===== src/rtl/dmem_arbiter_pkg.sv =====
`default_nettype none
// ============================================================================
// Module   : dmem_arbiter_pkg
// Brief    : Shared types and constants for the data-memory arbiter.
// Revision : 1.0 - initial release
// ============================================================================
package dmem_arbiter_pkg;

    // Owner state encoding: which port (if any) was granted last cycle
    typedef enum logic [1:0] {
        IDLE = 2'd0,
        OWN0 = 2'd1,
        OWN1 = 2'd2
    } owner_t;

    // Port indices
    localparam logic c_P0 = 1'b0;
    localparam logic c_P1 = 1'b1;

    // Default limit on back-to-back grants while the other port waits
    localparam int c_BURST_MAX_DEFAULT = 4;

endpackage
`default_nettype wire


===== src/rtl/dmem_arbiter_if.sv =====
`default_nettype none
// ============================================================================
// Module   : dmem_arbiter_if
// Brief    : Requester ports and Data_Memory bus of the data-memory arbiter.
//            slave  = arbiter side, master = requester/memory side.
// Revision : 1.0 - initial release
// ============================================================================
interface dmem_arbiter_if #(
    parameter int WIDTH = 32
);
    logic             p0_req;
    logic             p0_we;
    logic [WIDTH-1:0] p0_addr;
    logic [WIDTH-1:0] p0_wdata;
    logic             p0_ready;
    logic             p0_rvalid;
    logic [WIDTH-1:0] p0_rdata;
    logic             p0_stall;

    logic             p1_req;
    logic             p1_we;
    logic [WIDTH-1:0] p1_addr;
    logic [WIDTH-1:0] p1_wdata;
    logic             p1_ready;
    logic             p1_rvalid;
    logic [WIDTH-1:0] p1_rdata;

    logic [WIDTH-1:0] mem_A;
    logic [WIDTH-1:0] mem_WD;
    logic             mem_WE;
    logic [WIDTH-1:0] mem_RD;

    modport slave (
        input  p0_req, p0_we, p0_addr, p0_wdata,
        output p0_ready, p0_rvalid, p0_rdata, p0_stall,
        input  p1_req, p1_we, p1_addr, p1_wdata,
        output p1_ready, p1_rvalid, p1_rdata,
        output mem_A, mem_WD, mem_WE,
        input  mem_RD
    );

    modport master (
        output p0_req, p0_we, p0_addr, p0_wdata,
        input  p0_ready, p0_rvalid, p0_rdata, p0_stall,
        output p1_req, p1_we, p1_addr, p1_wdata,
        input  p1_ready, p1_rvalid, p1_rdata,
        input  mem_A, mem_WD, mem_WE,
        output mem_RD
    );

endinterface
`default_nettype wire


===== src/rtl/dmem_arbiter_rr_grant2.sv =====
`default_nettype none
// ============================================================================
// Module   : rr_grant2
// Brief    : Combinational 2-way round-robin grant with a burst-length
//            override so the current owner cannot starve the other port.
// Revision : 1.0 - initial release
// ============================================================================
module rr_grant2
    import dmem_arbiter_pkg::*;
#(
    parameter int BURST_MAX = c_BURST_MAX_DEFAULT,
    parameter int CNT_W     = 3
) (
    input  logic [1:0]       i_req,
    input  owner_t           i_state,
    input  logic [CNT_W-1:0] i_cnt,
    input  logic             i_last,
    output logic [1:0]       o_gnt
);

    localparam logic [CNT_W-1:0] c_LIMIT = CNT_W'(BURST_MAX);

    // Owner keeps the port until its burst is spent and the other side waits
    always_comb begin
        o_gnt = 2'b00;
        case (i_state)
            OWN0: begin
                if (i_req[0] && ((i_cnt < c_LIMIT) || !i_req[1])) o_gnt = 2'b01;
                else if (i_req[1])                                 o_gnt = 2'b10;
            end
            OWN1: begin
                if (i_req[1] && ((i_cnt < c_LIMIT) || !i_req[0])) o_gnt = 2'b10;
                else if (i_req[0])                                 o_gnt = 2'b01;
            end
            default: begin
                // Tie goes to the port not served last
                if (i_req == 2'b11) o_gnt = i_last ? 2'b01 : 2'b10;
                else                o_gnt = i_req;
            end
        endcase
    end

endmodule
`default_nettype wire


===== src/rtl/dmem_arbiter.sv =====
`default_nettype none
// ============================================================================
// Module   : dmem_arbiter
// Brief    : Shares the single-port Data_Memory between the MEM stage (port 0)
//            and the loader/debug DMA (port 1). One access per cycle, read
//            data returned registered one cycle after the grant.
// Revision : 1.0 - initial release
// ============================================================================
module dmem_arbiter
    import dmem_arbiter_pkg::*;
#(
    parameter int WIDTH     = 32,
    parameter int BURST_MAX = c_BURST_MAX_DEFAULT
) (
    input  logic          CLK,
    input  logic          RST,
    dmem_arbiter_if.slave bus
);

    localparam int                 c_CNT_W   = $clog2(BURST_MAX + 1);
    localparam logic [c_CNT_W-1:0] c_CNT_MAX = c_CNT_W'(BURST_MAX);

    owner_t             r_state;
    owner_t             w_state_nxt;
    logic [c_CNT_W-1:0] r_cnt;
    logic [c_CNT_W-1:0] w_cnt_nxt;
    logic               r_last;
    logic               w_last_nxt;

    logic [1:0]         w_req;
    logic [1:0]         w_gnt;
    logic               w_any;
    logic               w_sel;
    logic               w_we;

    logic               r_rvalid;
    logic               r_rd_sel;
    logic [WIDTH-1:0]   r_p0_rdata;
    logic [WIDTH-1:0]   r_p1_rdata;

    assign w_req = {bus.p1_req, bus.p0_req};

    rr_grant2 #(
        .BURST_MAX (BURST_MAX),
        .CNT_W     (c_CNT_W)
    ) u_grant (
        .i_req   (w_req),
        .i_state (r_state),
        .i_cnt   (r_cnt),
        .i_last  (r_last),
        .o_gnt   (w_gnt)
    );

    assign w_any = |w_gnt;
    // Port 1 only when it holds the grant; idle bus shows port 0's values
    assign w_sel = w_gnt[1] ? c_P1 : c_P0;
    assign w_we  = (w_sel == c_P1) ? bus.p1_we : bus.p0_we;

    assign bus.mem_A  = (w_sel == c_P1) ? bus.p1_addr  : bus.p0_addr;
    assign bus.mem_WD = (w_sel == c_P1) ? bus.p1_wdata : bus.p0_wdata;
    // Reset cycle must never commit a write
    assign bus.mem_WE = w_any & w_we & ~RST;

    assign bus.p0_ready = w_gnt[0];
    assign bus.p1_ready = w_gnt[1];
    assign bus.p0_stall = bus.p0_req & ~w_gnt[0];

    assign bus.p0_rvalid = r_rvalid & (r_rd_sel == c_P0);
    assign bus.p1_rvalid = r_rvalid & (r_rd_sel == c_P1);
    assign bus.p0_rdata  = r_p0_rdata;
    assign bus.p1_rdata  = r_p1_rdata;

    // Next owner, burst count and last-served port from this cycle's grant
    always_comb begin
        w_state_nxt = IDLE;
        w_cnt_nxt   = '0;
        w_last_nxt  = r_last;
        if (w_any) begin
            w_state_nxt = (w_sel == c_P1) ? OWN1 : OWN0;
            w_last_nxt  = w_sel;
            if (w_state_nxt == r_state)
                w_cnt_nxt = (r_cnt == c_CNT_MAX) ? r_cnt : r_cnt + c_CNT_W'(1);
            else
                w_cnt_nxt = c_CNT_W'(1);
        end
    end

    // Owner state register
    always_ff @(posedge CLK) begin
        if (RST) begin
            r_state <= IDLE;
            r_cnt   <= '0;
            r_last  <= c_P1;
        end else begin
            r_state <= w_state_nxt;
            r_cnt   <= w_cnt_nxt;
            r_last  <= w_last_nxt;
        end
    end

    // Capture read data at the granting edge; rvalid pulses for one cycle
    always_ff @(posedge CLK) begin
        if (RST) begin
            r_rvalid   <= 1'b0;
            r_rd_sel   <= c_P0;
            r_p0_rdata <= '0;
            r_p1_rdata <= '0;
        end else begin
            r_rvalid <= w_any & ~w_we;
            if (w_any && !w_we) begin
                r_rd_sel <= w_sel;
                if (w_sel == c_P1) r_p1_rdata <= bus.mem_RD;
                else               r_p0_rdata <= bus.mem_RD;
            end
        end
    end

endmodule
`default_nettype wire


===== src/flat_wrapper.sv =====
// flat-port wrapper written by rule: the top's interface ports become plain ports
module dmem_arbiter_flat import dmem_arbiter_pkg::*;
#(
    parameter int WIDTH     = 32,
    parameter int BURST_MAX = c_BURST_MAX_DEFAULT
)
  (CLK, RST, bus_p0_req, bus_p0_we, bus_p0_addr, bus_p0_wdata, bus_p0_ready, bus_p0_rvalid, bus_p0_rdata, bus_p0_stall, bus_p1_req, bus_p1_we, bus_p1_addr, bus_p1_wdata, bus_p1_ready, bus_p1_rvalid, bus_p1_rdata, bus_mem_A, bus_mem_WD, bus_mem_WE, bus_mem_RD);
  dmem_arbiter_if #(.WIDTH(WIDTH)) bus_i ();
  input  logic CLK;
  input  logic RST;
  input wire logic [$bits(bus_i.p0_req)-1:0] bus_p0_req;
  input wire logic [$bits(bus_i.p0_we)-1:0] bus_p0_we;
  input wire logic [$bits(bus_i.p0_addr)-1:0] bus_p0_addr;
  input wire logic [$bits(bus_i.p0_wdata)-1:0] bus_p0_wdata;
  output wire logic [$bits(bus_i.p0_ready)-1:0] bus_p0_ready;
  output wire logic [$bits(bus_i.p0_rvalid)-1:0] bus_p0_rvalid;
  output wire logic [$bits(bus_i.p0_rdata)-1:0] bus_p0_rdata;
  output wire logic [$bits(bus_i.p0_stall)-1:0] bus_p0_stall;
  input wire logic [$bits(bus_i.p1_req)-1:0] bus_p1_req;
  input wire logic [$bits(bus_i.p1_we)-1:0] bus_p1_we;
  input wire logic [$bits(bus_i.p1_addr)-1:0] bus_p1_addr;
  input wire logic [$bits(bus_i.p1_wdata)-1:0] bus_p1_wdata;
  output wire logic [$bits(bus_i.p1_ready)-1:0] bus_p1_ready;
  output wire logic [$bits(bus_i.p1_rvalid)-1:0] bus_p1_rvalid;
  output wire logic [$bits(bus_i.p1_rdata)-1:0] bus_p1_rdata;
  output wire logic [$bits(bus_i.mem_A)-1:0] bus_mem_A;
  output wire logic [$bits(bus_i.mem_WD)-1:0] bus_mem_WD;
  output wire logic [$bits(bus_i.mem_WE)-1:0] bus_mem_WE;
  input wire logic [$bits(bus_i.mem_RD)-1:0] bus_mem_RD;
  assign bus_i.p0_req = bus_p0_req;
  assign bus_i.p0_we = bus_p0_we;
  assign bus_i.p0_addr = bus_p0_addr;
  assign bus_i.p0_wdata = bus_p0_wdata;
  assign bus_p0_ready = bus_i.p0_ready;
  assign bus_p0_rvalid = bus_i.p0_rvalid;
  assign bus_p0_rdata = bus_i.p0_rdata;
  assign bus_p0_stall = bus_i.p0_stall;
  assign bus_i.p1_req = bus_p1_req;
  assign bus_i.p1_we = bus_p1_we;
  assign bus_i.p1_addr = bus_p1_addr;
  assign bus_i.p1_wdata = bus_p1_wdata;
  assign bus_p1_ready = bus_i.p1_ready;
  assign bus_p1_rvalid = bus_i.p1_rvalid;
  assign bus_p1_rdata = bus_i.p1_rdata;
  assign bus_mem_A = bus_i.mem_A;
  assign bus_mem_WD = bus_i.mem_WD;
  assign bus_mem_WE = bus_i.mem_WE;
  assign bus_i.mem_RD = bus_mem_RD;
  dmem_arbiter #(.WIDTH(WIDTH), .BURST_MAX(BURST_MAX)) u_core (.CLK(CLK), .RST(RST), .bus(bus_i));
endmodule

===== config.mk =====
export PLATFORM = sky130hd
export DESIGN_NAME = dmem_arbiter_flat
export DESIGN_NICKNAME = d
export VERILOG_FILES = /design/src/rtl/dmem_arbiter_pkg.sv /design/src/rtl/dmem_arbiter_if.sv /design/src/rtl/dmem_arbiter_rr_grant2.sv /design/src/rtl/dmem_arbiter.sv /design/src/flat_wrapper.sv
export SDC_FILE = /design/constraint.sdc
export NUM_CORES = 1
export LEC_CHECK = 0
export BUFFER_PORTS_ARGS = -buffer_cell sky130_fd_sc_hd__buf_4
export CELL_PAD_IN_SITES_DETAIL_PLACEMENT = 1
export CELL_PAD_IN_SITES_GLOBAL_PLACEMENT = 1
export CORE_MARGIN = 8
export CORE_UTILIZATION = 26
export CTS_CLUSTER_SIZE = 24
export DETAILED_ROUTE_END_ITERATION = 8
export PLACE_DENSITY_LB_ADDON = 0.1
export SYNTH_ARGS = -nofsm -noshare
export SYNTH_HDL_FRONTEND = slang
export SYNTH_SLANG_ARGS = --single-unit

===== constraint.sdc =====
create_clock -name CLK -period 2.8 [get_ports CLK]
set_input_delay 0.14 -clock CLK [delete_from_list [all_inputs] [get_ports CLK]]
set_output_delay 0.14 -clock CLK [all_outputs]
set_load 0.05 [all_outputs]

==> flow_summary_export.csv, run 1 <==
group,metric,value,unit
die,chipWidth,137,um
placement,place.gp.congestion,0.805,
die,design.die.area,18800,um2
sta,slew_headroom,44.0,%
hold_path,min_path_cells,3,
clock_tree,cts_hold_buffers,0,
clock_tree,ctsRootBufferMaster,"clkbuf_16",
global_routing,grt_pass1_vias,4665,
worst_setup_path,rr_worst_depth,10,
drt,drc_errors,0,
cells_and_area,final_nets,966,
synth,synth_fa_ha_area_share,1.31,%
global_routing,antenna_found_initial,0,
power,p_seq_share,24.4,%
synth,synth_area_per_cell,7.57,um2
power,p_switching,2.13,mW
worst_setup_path,worst-setup-path-type,"reg -> out",
placement,dp_hpwl,14.3,mm
global_routing,gr-usage-all-layers,17.4,%
power,pwr-share-comb,51.4,%
run,cap_viol_max_count,0,
synth,yosysUniqueCellTypes,30,
synth,synth.area.mux_share,17.3,%
drt,ant_nets,0,
drt,wl,18.1,mm
power,ir_drop,0.341,mV
worst_setup_path,crit_required,2660,ps
sta,layout_min_cycle_time,2700,ps
drt,firstDrtPassIters,4,
global_routing,grt_pass1_wl,25.9,mm
synth,synth-simple-area-share,36.0,%
cells_and_area,drive_above_1_share,41.7,%
drt,via_count,4387,
synth,synth-seq-cells,72,
worst_setup_path,cp-end-kind,"output port",
power,power_frac_clock,24.3,%
power,switching_share,44.6,%
die,die_h,137,um
synth,synth_xor_area_share,0.229,%
power,total_power,4.78,mW
worst_setup_path,critPathMaxFanout,20,
power,internal-power,2.65,mW
cells_and_area,fin_area,6630,um2
sta,finalCritPeriodShare,96.3,%
clock_tree,cts_tree,"done",
sta,worst_pin_slew,840,ps
worst_setup_path,cp_data_arrival_time,2560,ps
sta,fin_setup_tns,0,ps
drt,first_iter_violations,108,
sta,hold_viol_final,0,
synth,synth_top_family_by_area,"simple AND/OR/NAND/NOR gates",
clock_tree,clk_latency,330,ps
die,initial_core_util,26.5,%
synth,ys_seq_area_share,37.7,%
synth,syn_inst,505,
run_status,status,"completed",
hold_path,hold_path.class,"in -> reg",
synth,synth_compound_area_share,2.29,%
clock_tree,clkTransAtPathRegs,60,ps
placement,portBuffers,299,
sta,drv_slew,0,
power,p_leak,3.55,nW
synth,netlist_area,3820,um2
die,rows,44,
worst_setup_path,rr_endpoint,"u_core.bus.p0_rdata[0]",
die,core_area,14400,um2
global_routing,grt_max_degree,106,
hold_path,hold_end,"u_core.bus.p1_rdata[6]",
power,power_density,721,nW/um2
cells_and_area,area_growth,73.5,%
sta,max_freq,371,MHz
placement,placed_area,6200,um2
worst_setup_path,cp-start-kind,"flip-flop",
global_routing,overflow,0,
clock_tree,clockBufferDepth,2,
synth,synth_nets,675,
sta,whs,57.2,ps
cells_and_area,num_antenna_cells,0,
hold_path,hp-start,"bus_mem_RD[6]",
worst_setup_path,rr_startpoint,"u_core.r_state[1]",
sta,finalSetupViolations,0,
clock_tree,cts_buffers,9,
die,io_pins,300,
sta,skew,6.85,ps
drt,wire_per_inst,18.4,um
worst_setup_path,rrSetupSlack,230,ps
synth,yosysWarnings,0,
cells_and_area,fin_util,46.0,%
clock_tree,clkSinkCount,72,
drt,via_per_inst,4.45,
clock_tree,htree_num_levels,3,
## per-layer routing
metal / share of wire [%] / vias to the layer above / GRT usage, %
li1: - / 2176 / -
met1: 37 / 2041 / 18.1
met2: 54 / 162 / 33.3
met3: 9.0 / 8 / 5.84
met4: 0.46 / 0 / 3.08
met5: 0 / - / 0
## cell type report
| cell class | count | area [um2] |
|---|---|---|
| multi-input cells | 394 | 2200 |
| clock buffers | 10 | 239 |
| flip-flops and latches | 72 | 1440 |
| fillers | 1784 | 7790 |
| inverters | 7 | 31.3 |
| clock inverters | 6 | 66.3 |
| repair buffers | 312 | 2420 |
| well taps | 184 | 230 |
## sequential cells by signal, summed over array words and instances, names as in the netlist
name,flops
u_core.bus.p1_rdata,32
u_core.r_state,2
u_core.bus.p0_rdata,32
u_core.r_rd_sel,1
u_core.r_rvalid,1
u_core.r_last,1
u_core.r_cnt,3
## synthesized netlist by cell type, drive strengths merged
master    n  share of area (%)
nor3      6                1.1
nor2b     2               0.33
nand2   197                 19
dfxtp    72                 38
nand3     2               0.26
nor2     33                3.2
or3       1               0.16
o21ai     3               0.39
xnor2     1               0.23
nand4     1               0.16
ha        4                1.3
o31ai     1               0.20
nand2b   64                 10
a211o     2               0.46
and3      1               0.16
o31a      1               0.23
a221oi    1               0.23
a311oi    1               0.39
a21oi     3               0.39
inv       7               0.69
mux2i    66                 17
clkbuf   16                1.6
buf      16                2.9
nand3b    2               0.39
and2      2               0.33
## worst max path at each step
stage / start / to / slack, ps / cells after the start
6_report: u_core.r_state[0] / bus_mem_A[4] / 100 / 10
2_1_floorplan: u_core.r_state[0] / bus_mem_WE / 80 / 8
3_3_place_gp: u_core.r_state[0] / bus_mem_A[0] / 340 / 10
4_1_cts: u_core.r_state[0] / bus_mem_WD[29] / 20 / 10
5_1_grt: u_core.r_state[0] / bus_mem_A[11] / -4 / 10
3_5_place_dp: u_core.r_state[0] / bus_mem_A[4] / 160 / 10
## cells by family (layout without fill, tap and decap cells)
logic type,after synthesis,after routing
compound gates,12,12
xor+xnor,1,1
fa+ha+maj,4,4
buf+inv,39,335
flops,72,72
mux,66,66
simple gates,311,311
## power groups by stage
stage,Combinational [mW],Clock (mW),Sequential [mW]
floorplan,1.33,0,1.42
global placement,2.34,0,1.18
detailed placement,2.39,0,1.19
CTS,2.40,1.20,1.16
global route,2.60,1.24,1.17
finish,2.46,1.16,1.16
## placed cells by master, fill, tap and decap left out, types with 2 or more instances in the layout
master and count:
a211o_1 2, ha_1 3, dfxtp_1 72, buf_4 304, nand2_1 196, clkinvlp_4 3, buf_12 2, nor2_1 33
o21ai_0 3, mux2i_1 66, nor2b_1 2, clkbuf_16 11, and2_1 2, nand3b_1 2, a21oi_1 3, inv_1 6
nor3_1 5, buf_6 3, nand2b_1 64
## critical path, cell delays in order (launching register included)
cell and delay [ps]:
dfxtp_1 360, inv_1 110, ha_4 270, and3_1 200, a311oi_2 380, nand2_2 220
clkinv_4 150, buf_8 180, nand2_1 90, nand2_1 80, buf_4 200
## timing repair
item	4_1_cts	5_1_grt
resized for setup	2	8
gates cloned	0	2
pin swaps	2	2
setup endpoints to repair	66	65
buffers inserted	1	3
## per-stage QoR
stage / std cells / setup slack (ps)
detailed placement: 963 / 162
global placement: 963 / 345
CTS: 980 / 24.6
global route: 985 / -4.14
finish: 985 / 103
floorplan: 505 / 80.9
Note: power is estimated with default switching activity, not from simulation.
==> run 2: changes to the inputs <==
--- a/config.mk
+++ b/config.mk
@@ -5,11 +5,12 @@
 export SDC_FILE = /design/constraint.sdc
 export NUM_CORES = 1
 export LEC_CHECK = 0
+export ABC_AREA = 1
 export BUFFER_PORTS_ARGS = -buffer_cell sky130_fd_sc_hd__buf_4
 export CELL_PAD_IN_SITES_DETAIL_PLACEMENT = 1
 export CELL_PAD_IN_SITES_GLOBAL_PLACEMENT = 1
 export CORE_MARGIN = 8
-export CORE_UTILIZATION = 26
+export CORE_UTILIZATION = 25
 export CTS_CLUSTER_SIZE = 24
 export DETAILED_ROUTE_END_ITERATION = 8
 export PLACE_DENSITY_LB_ADDON = 0.1
==> run 2 against run 1 <==
Wire length rose by 6.5%. Area after synthesis rose by 3.9%. Worst hold slack improved by 45 ps.
==> flow_summary_export.csv, run 2 <==
group,metric,value,unit
sta,finalCritPeriodShare,88.1,%
synth,yosysWarnings,0,
sta,hold_viol_final,0,
drt,ant_nets,0,
clock_tree,cts_tree,"done",
synth,ys_seq_area_share,36.3,%
placement,place_ws,641,ps
worst_setup_path,cp_data_arrival_time,2330,ps
synth,synth_nets,801,
run,cap_viol_max_count,0,
synth,yosys-top-cells-count,"nand2_1 (274), inv_1 (83), dfxtp_1 (72)",
worst_setup_path,max_stage_delay,420,ps
clock_tree,clockBufferDepth,2,
power,pwr-share-comb,75.0,%
synth,syn_inst,631,
power,p_seq_share,14.2,%
synth,synth_area_per_cell,6.30,um2
global_routing,overflow,0,
worst_setup_path,crit_required,2660,ps
synth,synthArstFlopShare,0,%
die,design.die.area,20200,um2
clock_tree,post_cts_resized,0,
die,io_pins,300,
power,power_frac_clock,10.7,%
sta,layout_min_cycle_time,2470,ps
sta,finalSetupViolations,0,
sta,drv_slew,0,
drt,wire_per_inst,17.0,um
synth,post-synth-top-count-cell,"nand2_1",
worst_setup_path,worst-setup-path-type,"reg -> out",
hold_path,hold_path.class,"in -> reg",
power,p_leak,3.64,nW
clock_tree,ctsRootBufferMaster,"clkbuf_16",
clock_tree,cts_buffers,9,
placement,dp_hpwl,15.8,mm
global_routing,antenna_found_initial,1,
synth,synth-seq-cells,72,
die,core_area,15700,um2
sta,worst_pin_slew,715,ps
drt,first_iter_violations,130,
cells_and_area,final_common_cell,"buf_4",
clock_tree,clkTransAtPathRegs,50,ps
clock_tree,post_cts_buffers,0,
run_status,status,"completed",
drt,drc_errors,0,
power,total_power,10.3,mW
placement,place.gp.congestion,0.807,
sta,slew_headroom,52.2,%
worst_setup_path,rr_worst_depth,9,
power,switching_share,60.5,%
sta,finalWorstSetupSlack,333,ps
synth,yosys.area.top_type,"dfxtp_1",
power,p_switching,6.26,mW
synth,ys.flop_type,"dfxtp_1",
global_routing,grt_max_degree,65,
placement,portBuffers,299,
worst_setup_path,slowest_stage,"buf_4",
worst_setup_path,cp-end-kind,"output port",
sta,whs,102,ps
worst_setup_path,cp-start-kind,"flip-flop",
sta,rsz0062_at_grt,"no",
sta,max_freq,405,MHz
clock_tree,clkSinkCount,72,
die,rows,46,
synth,yosysUniqueCellTypes,20,
synth,netlist_area,3970,um2
die,die_h,142,um
cells_and_area,area_growth,67.2,%
drt,firstDrtPassIters,4,
worst_setup_path,critPathMaxFanout,48,
power,internal-power,4.08,mW
clock_tree,clk_latency,330,ps
cells_and_area,layout.cells.most_common_list,"buf_4 (304), nand2_1 (274), inv_1 (83)",
hold_path,min_path_cells,3,
sta,skew,6.12,ps
power,ir_drop,1.04,mV
drt,via_per_inst,4.34,
synth,synth_edf_count,0,
cells_and_area,drive_above_1_share,39.1,%
cells_and_area,fill_cells,2059,
global_routing,grt_pass1_vias,5341,
cells_and_area,final_nets,1080,
die,initial_core_util,25.3,%
synth,synth_area_leaders,"dfxtp_1 (36%), nand2_1 (26%), nor3_2 (8.1%)",
die,chipWidth,142,um
drt,via_count,4910,
clock_tree,htree_num_levels,3,
power,power_density,1560,nW/um2
worst_setup_path,crit_chain,"inv_1 > ha_1 > inv_1 > nand3_2 > nand2_4 > inv_2 > buf_4 > nand2_1 > nand2_1 > buf_4",
synth,synth_top_area_share,36.3,%
drt,wl,19.3,mm
global_routing,grt_pass1_wl,29.0,mm
sta,fin_setup_tns,0,ps
global_routing,gr-usage-all-layers,18.5,%
clock_tree,cts_hold_buffers,0,
==> run 2: cell count changes in the layout (fill, tap and decap cells not counted), moves of 36 or more <==
cell / change
nand2_1: +78
inv_1: +77
nand3_1: +36
nand2b_1: -64
mux2i_1: -66
==> run 2: metrics by stage <==
| stage | cell area (um2) | utilization (%) | instances |
|---|---|---|---|
| 2_1_floorplan | 3970 | - | 631 |
| 3_3_place_gp | 6350 | 40.4 | 1115 |
| 3_5_place_dp | 6350 | 40.4 | 1115 |
| 4_1_cts | 6640 | 42.3 | 1130 |
| 5_1_grt | 6640 | 42.3 | 1131 |
| 6_report | 6640 | 42.3 | 1131 |
==> run 2: final timing paths <==
path / slack (ps) / endpoint / start
worst max register to register: 670 / u_core.bus.p1_rdata[30] / u_core.r_state[0]
worst min register to register: 460 / u_core.bus.p1_rdata[8] / u_core.bus.p1_rdata[8]
worst max-delay path: 330 / bus_mem_A[13] / u_core.r_state[0]
worst min-delay path: 100 / u_core.bus.p1_rdata[8] / bus_mem_RD[8]
==> run 2: power groups by stage <==
stage | clock, mW | combinational, mW | sequential (mW)
after CTS | 1.15 | 7.87 | 1.47
after global placement | 0 | 7.74 | 1.48
after global routing | 1.20 | 8.30 | 1.50
after detailed placement | 0 | 7.85 | 1.49
final | 1.11 | 7.77 | 1.47
after floorplan | 0 | 4.66 | 2.28
==> run 2: cell type report <==
type / count / area, um2 / area share [%]
sequential: 72 / 1440 / 21.7
clock buffer: 11 / 243 / 3.65
inverter: 85 / 319 / 4.80
clock inverter: 4 / 45.0 / 0.678
antenna: 1 / 2.50 / 0.0377
timing repair buffer: 306 / 2320 / 35.0
tap: 216 / 270 / 4.07
multi-input combinational: 436 / 2000 / 30.1
==> run 2: logic make-up (layout without fill, tap and decap cells) <==
| kind of cell | count (synthesis) | in the layout | share of synthesized area, % |
|---|---|---|---|
| adders and majority gates | 4 | 4 | 1.26 |
| and+or+nand+nor | 389 | 389 | 43.5 |
| DFF | 72 | 72 | 36.3 |
| other | 0 | 1 | 0 |
| xor gates and xnor gates | 2 | 2 | 0.441 |
| buffers and inverters | 123 | 406 | 13.4 |
| AOI/OAI and AO/OA | 41 | 41 | 5.17 |
==> run 2: worst max-delay path, delay by kind of cell (launching register included) <==
kind | cells | cell delay, ps
buffers and inverters | 5 | 870
adders and majority gates | 1 | 320
DFF | 1 | 360
and+or+nand+nor | 4 | 430
==> run 2: metal layers <==
metal	GRT usage [%]	wire, um	up-vias
met2	33.7	10000	172
met1	18.5	6950	2274
met4	5.20	218	0
li1	-	-	2454
met5	0	0	-
met3	8.35	2060	10
==> run 3: changes to the inputs <==
--- a/config.mk
+++ b/config.mk
@@ -9,7 +9,6 @@
 export BUFFER_PORTS_ARGS = -buffer_cell sky130_fd_sc_hd__buf_4
 export CELL_PAD_IN_SITES_DETAIL_PLACEMENT = 1
 export CELL_PAD_IN_SITES_GLOBAL_PLACEMENT = 1
-export CORE_MARGIN = 8
 export CORE_UTILIZATION = 25
 export CTS_CLUSTER_SIZE = 24
 export DETAILED_ROUTE_END_ITERATION = 8
==> run 3 against run 2 <==
Wire length fell by 11%. Register-to-register slack got worse by 200 ps. Core utilization increased by 1.4 points. Fmax down 2.0%. Clock power is 20% higher. Sequential cell count did not move. First-iteration DRC count up 45%. Largest power group unchanged.
==> flow_summary_export.csv, run 3 (synthesis gave the netlist of run 2 again) <==
group,metric,value,unit
worst_setup_path,cp-start-kind,"flip-flop",
global_routing,antenna_found_initial,0,
worst_setup_path,rr_startpoint,"u_core.r_state[0]",
die,rows,45,
worst_setup_path,rrSetupSlack,470,ps
placement,placed_cells,1109,
cells_and_area,drive_above_1_share,39.1,%
worst_setup_path,cp_data_arrival_time,2380,ps
global_routing,grt_pass1_wl,26.4,mm
sta,finalCritPeriodShare,89.9,%
sta,max_freq,397,MHz
drt,wire_per_inst,15.2,um
die,core_area,15400,um2
worst_setup_path,critical_path.startpoint,"u_core.r_state[0]",
cells_and_area,final_cells,1125,
sta,drv_slew,0,
die,io_pins,300,
worst_setup_path,crit_required,2660,ps
clock_tree,cts_tree,"done",
placement,dp_hpwl,13.3,mm
run,cap_viol_max_count,0,
worst_setup_path,worst-setup-path-type,"reg -> out",
power,ir_drop,0.808,mV
clock_tree,cts_hold_buffers,0,
clock_tree,clockBufferDepth,2,
run_status,status,"completed",
clock_tree,ctsRootBufferMaster,"clkbuf_16",
global_routing,gr-usage-all-layers,20.8,%
worst_setup_path,rr_endpoint,"u_core.bus.p1_rdata[31]",
sta,worst_pin_slew,684,ps
hold_path,hold_path.class,"in -> reg",
worst_setup_path,rr_worst_depth,9,
drt,ant_nets,0,
power,p_leak,3.66,nW
placement,portBuffers,299,
die,design.die.area,16400,um2
placement,place_ws,365,ps
worst_setup_path,endpoint,"bus_mem_WD[21]",
cells_and_area,final_common_cell,"buf_4",
global_routing,grt_pass1_vias,5200,
drt,first_iter_violations,188,
drt,drc_errors,0,
cells_and_area,fin_util,43.6,%
cells_and_area,num_antenna_cells,0,
sta,whs,91.3,ps
sta,hold_viol_final,0,
cells_and_area,area_growth,68.9,%
power,power_density,1580,nW/um2
worst_setup_path,cp-end-kind,"output port",
die,chipWidth,128,um
drt,via_per_inst,4.36,
sta,fin_setup_tns,0,ps
die,die_h,128,um
cells_and_area,final_nets,1079,
clock_tree,clkSinkCount,72,
placement,place.gp.congestion,0.834,
global_routing,overflow,0,
drt,firstDrtPassIters,4,
clock_tree,cts_buffers,9,
worst_setup_path,critPathMaxFanout,78,
sta,skew,7.14,ps
drt,via_count,4905,
sta,finalSetupViolations,0,
sta,layout_min_cycle_time,2520,ps
clock_tree,clk_latency,330,ps
clock_tree,htree_num_levels,3,
sta,finalWorstSetupSlack,282,ps
drt,wl,17.1,mm
global_routing,grt_max_degree,79,
clock_tree,clkTransAtPathRegs,60,ps
sta,rsz0062_at_grt,"no",
cells_and_area,layout.cells.most_common_list,"buf_4 (302), nand2_1 (274), inv_1 (83)",
die,initial_core_util,25.8,%
sta,slew_headroom,54.2,%
==> run 3: cell count changes in the layout (fill, tap and decap cells not counted) <==
cell       previous run  this run
bufinv_16             1         3
nand2_8               0         1
clkinv_2              3         2
inv_2                 2         1
clkinv_4              0         1
buf_12                2         3
buf_4               304       302
nand2_4               1         0
diode_2               1         0
==> run 3: cell type report <==
class	count	area (um2)
clock inverters	5	104
inverters	85	320
well taps	211	264
fillers	1986	8660
clock buffers	11	243
repair buffers	305	2330
multi-input cells	436	2010
flip-flops and latches	72	1440
==> run 3: repair_timing <==
item | 4_1_cts | 5_1_grt
setup buffers | 0 | 0
setup endpoints to repair | 0 | 3
resized for setup | 0 | 1
==> run 3: through the flow <==
stage	total power, mW	area, um2
after floorplan	6.94	3970
after global placement	9.18	6350
after detailed placement	9.29	6350
after CTS	10.7	6700
after global routing	11.2	6710
final	10.6	6710
==> run 3: worst min path at each step <==
| stage | endpoint | slack [ps] | start | cells past startpoint |
|---|---|---|---|---|
| global placement | u_core.bus.p0_rdata[27] | 430 | bus_mem_RD[27] | 3 |
| detailed placement | u_core.bus.p1_rdata[10] | 440 | bus_mem_RD[10] | 3 |
| finish | u_core.bus.p1_rdata[10] | 90 | bus_mem_RD[10] | 3 |
| CTS | u_core.bus.p1_rdata[10] | 80 | bus_mem_RD[10] | 3 |
| floorplan | u_core.bus.p1_rdata[0] | 300 | bus_mem_RD[0] | 2 |
| global route | u_core.bus.p1_rdata[23] | 100 | bus_mem_RD[23] | 3 |
==> run 3: critical path, stage by stage, from the launching register on <==
cell      delay [ps]
dfxtp_1          350
inv_1             60
ha_1             330
nand2_1          200
nand2_8          190
clkinv_2         140
buf_12           290
nand2_1          120
nand2_1          110
buf_4            210
==> run 3: power breakdown <==
group	switching (mW)	leakage [nW]	internal [mW]
Sequential	0.154	0.588	1.31
Combinational	5.67	2.90	2.10
Clock	0.440	0.170	0.895
==> run 3: layer usage <==
layer	part of all wire, %	vias to the layer above	track usage (%)
met4	2.5	0	7.61
met1	39	2262	22.4
li1	-	2449	-
met5	0	-	0
met2	52	171	38.3
met3	7.2	23	5.84
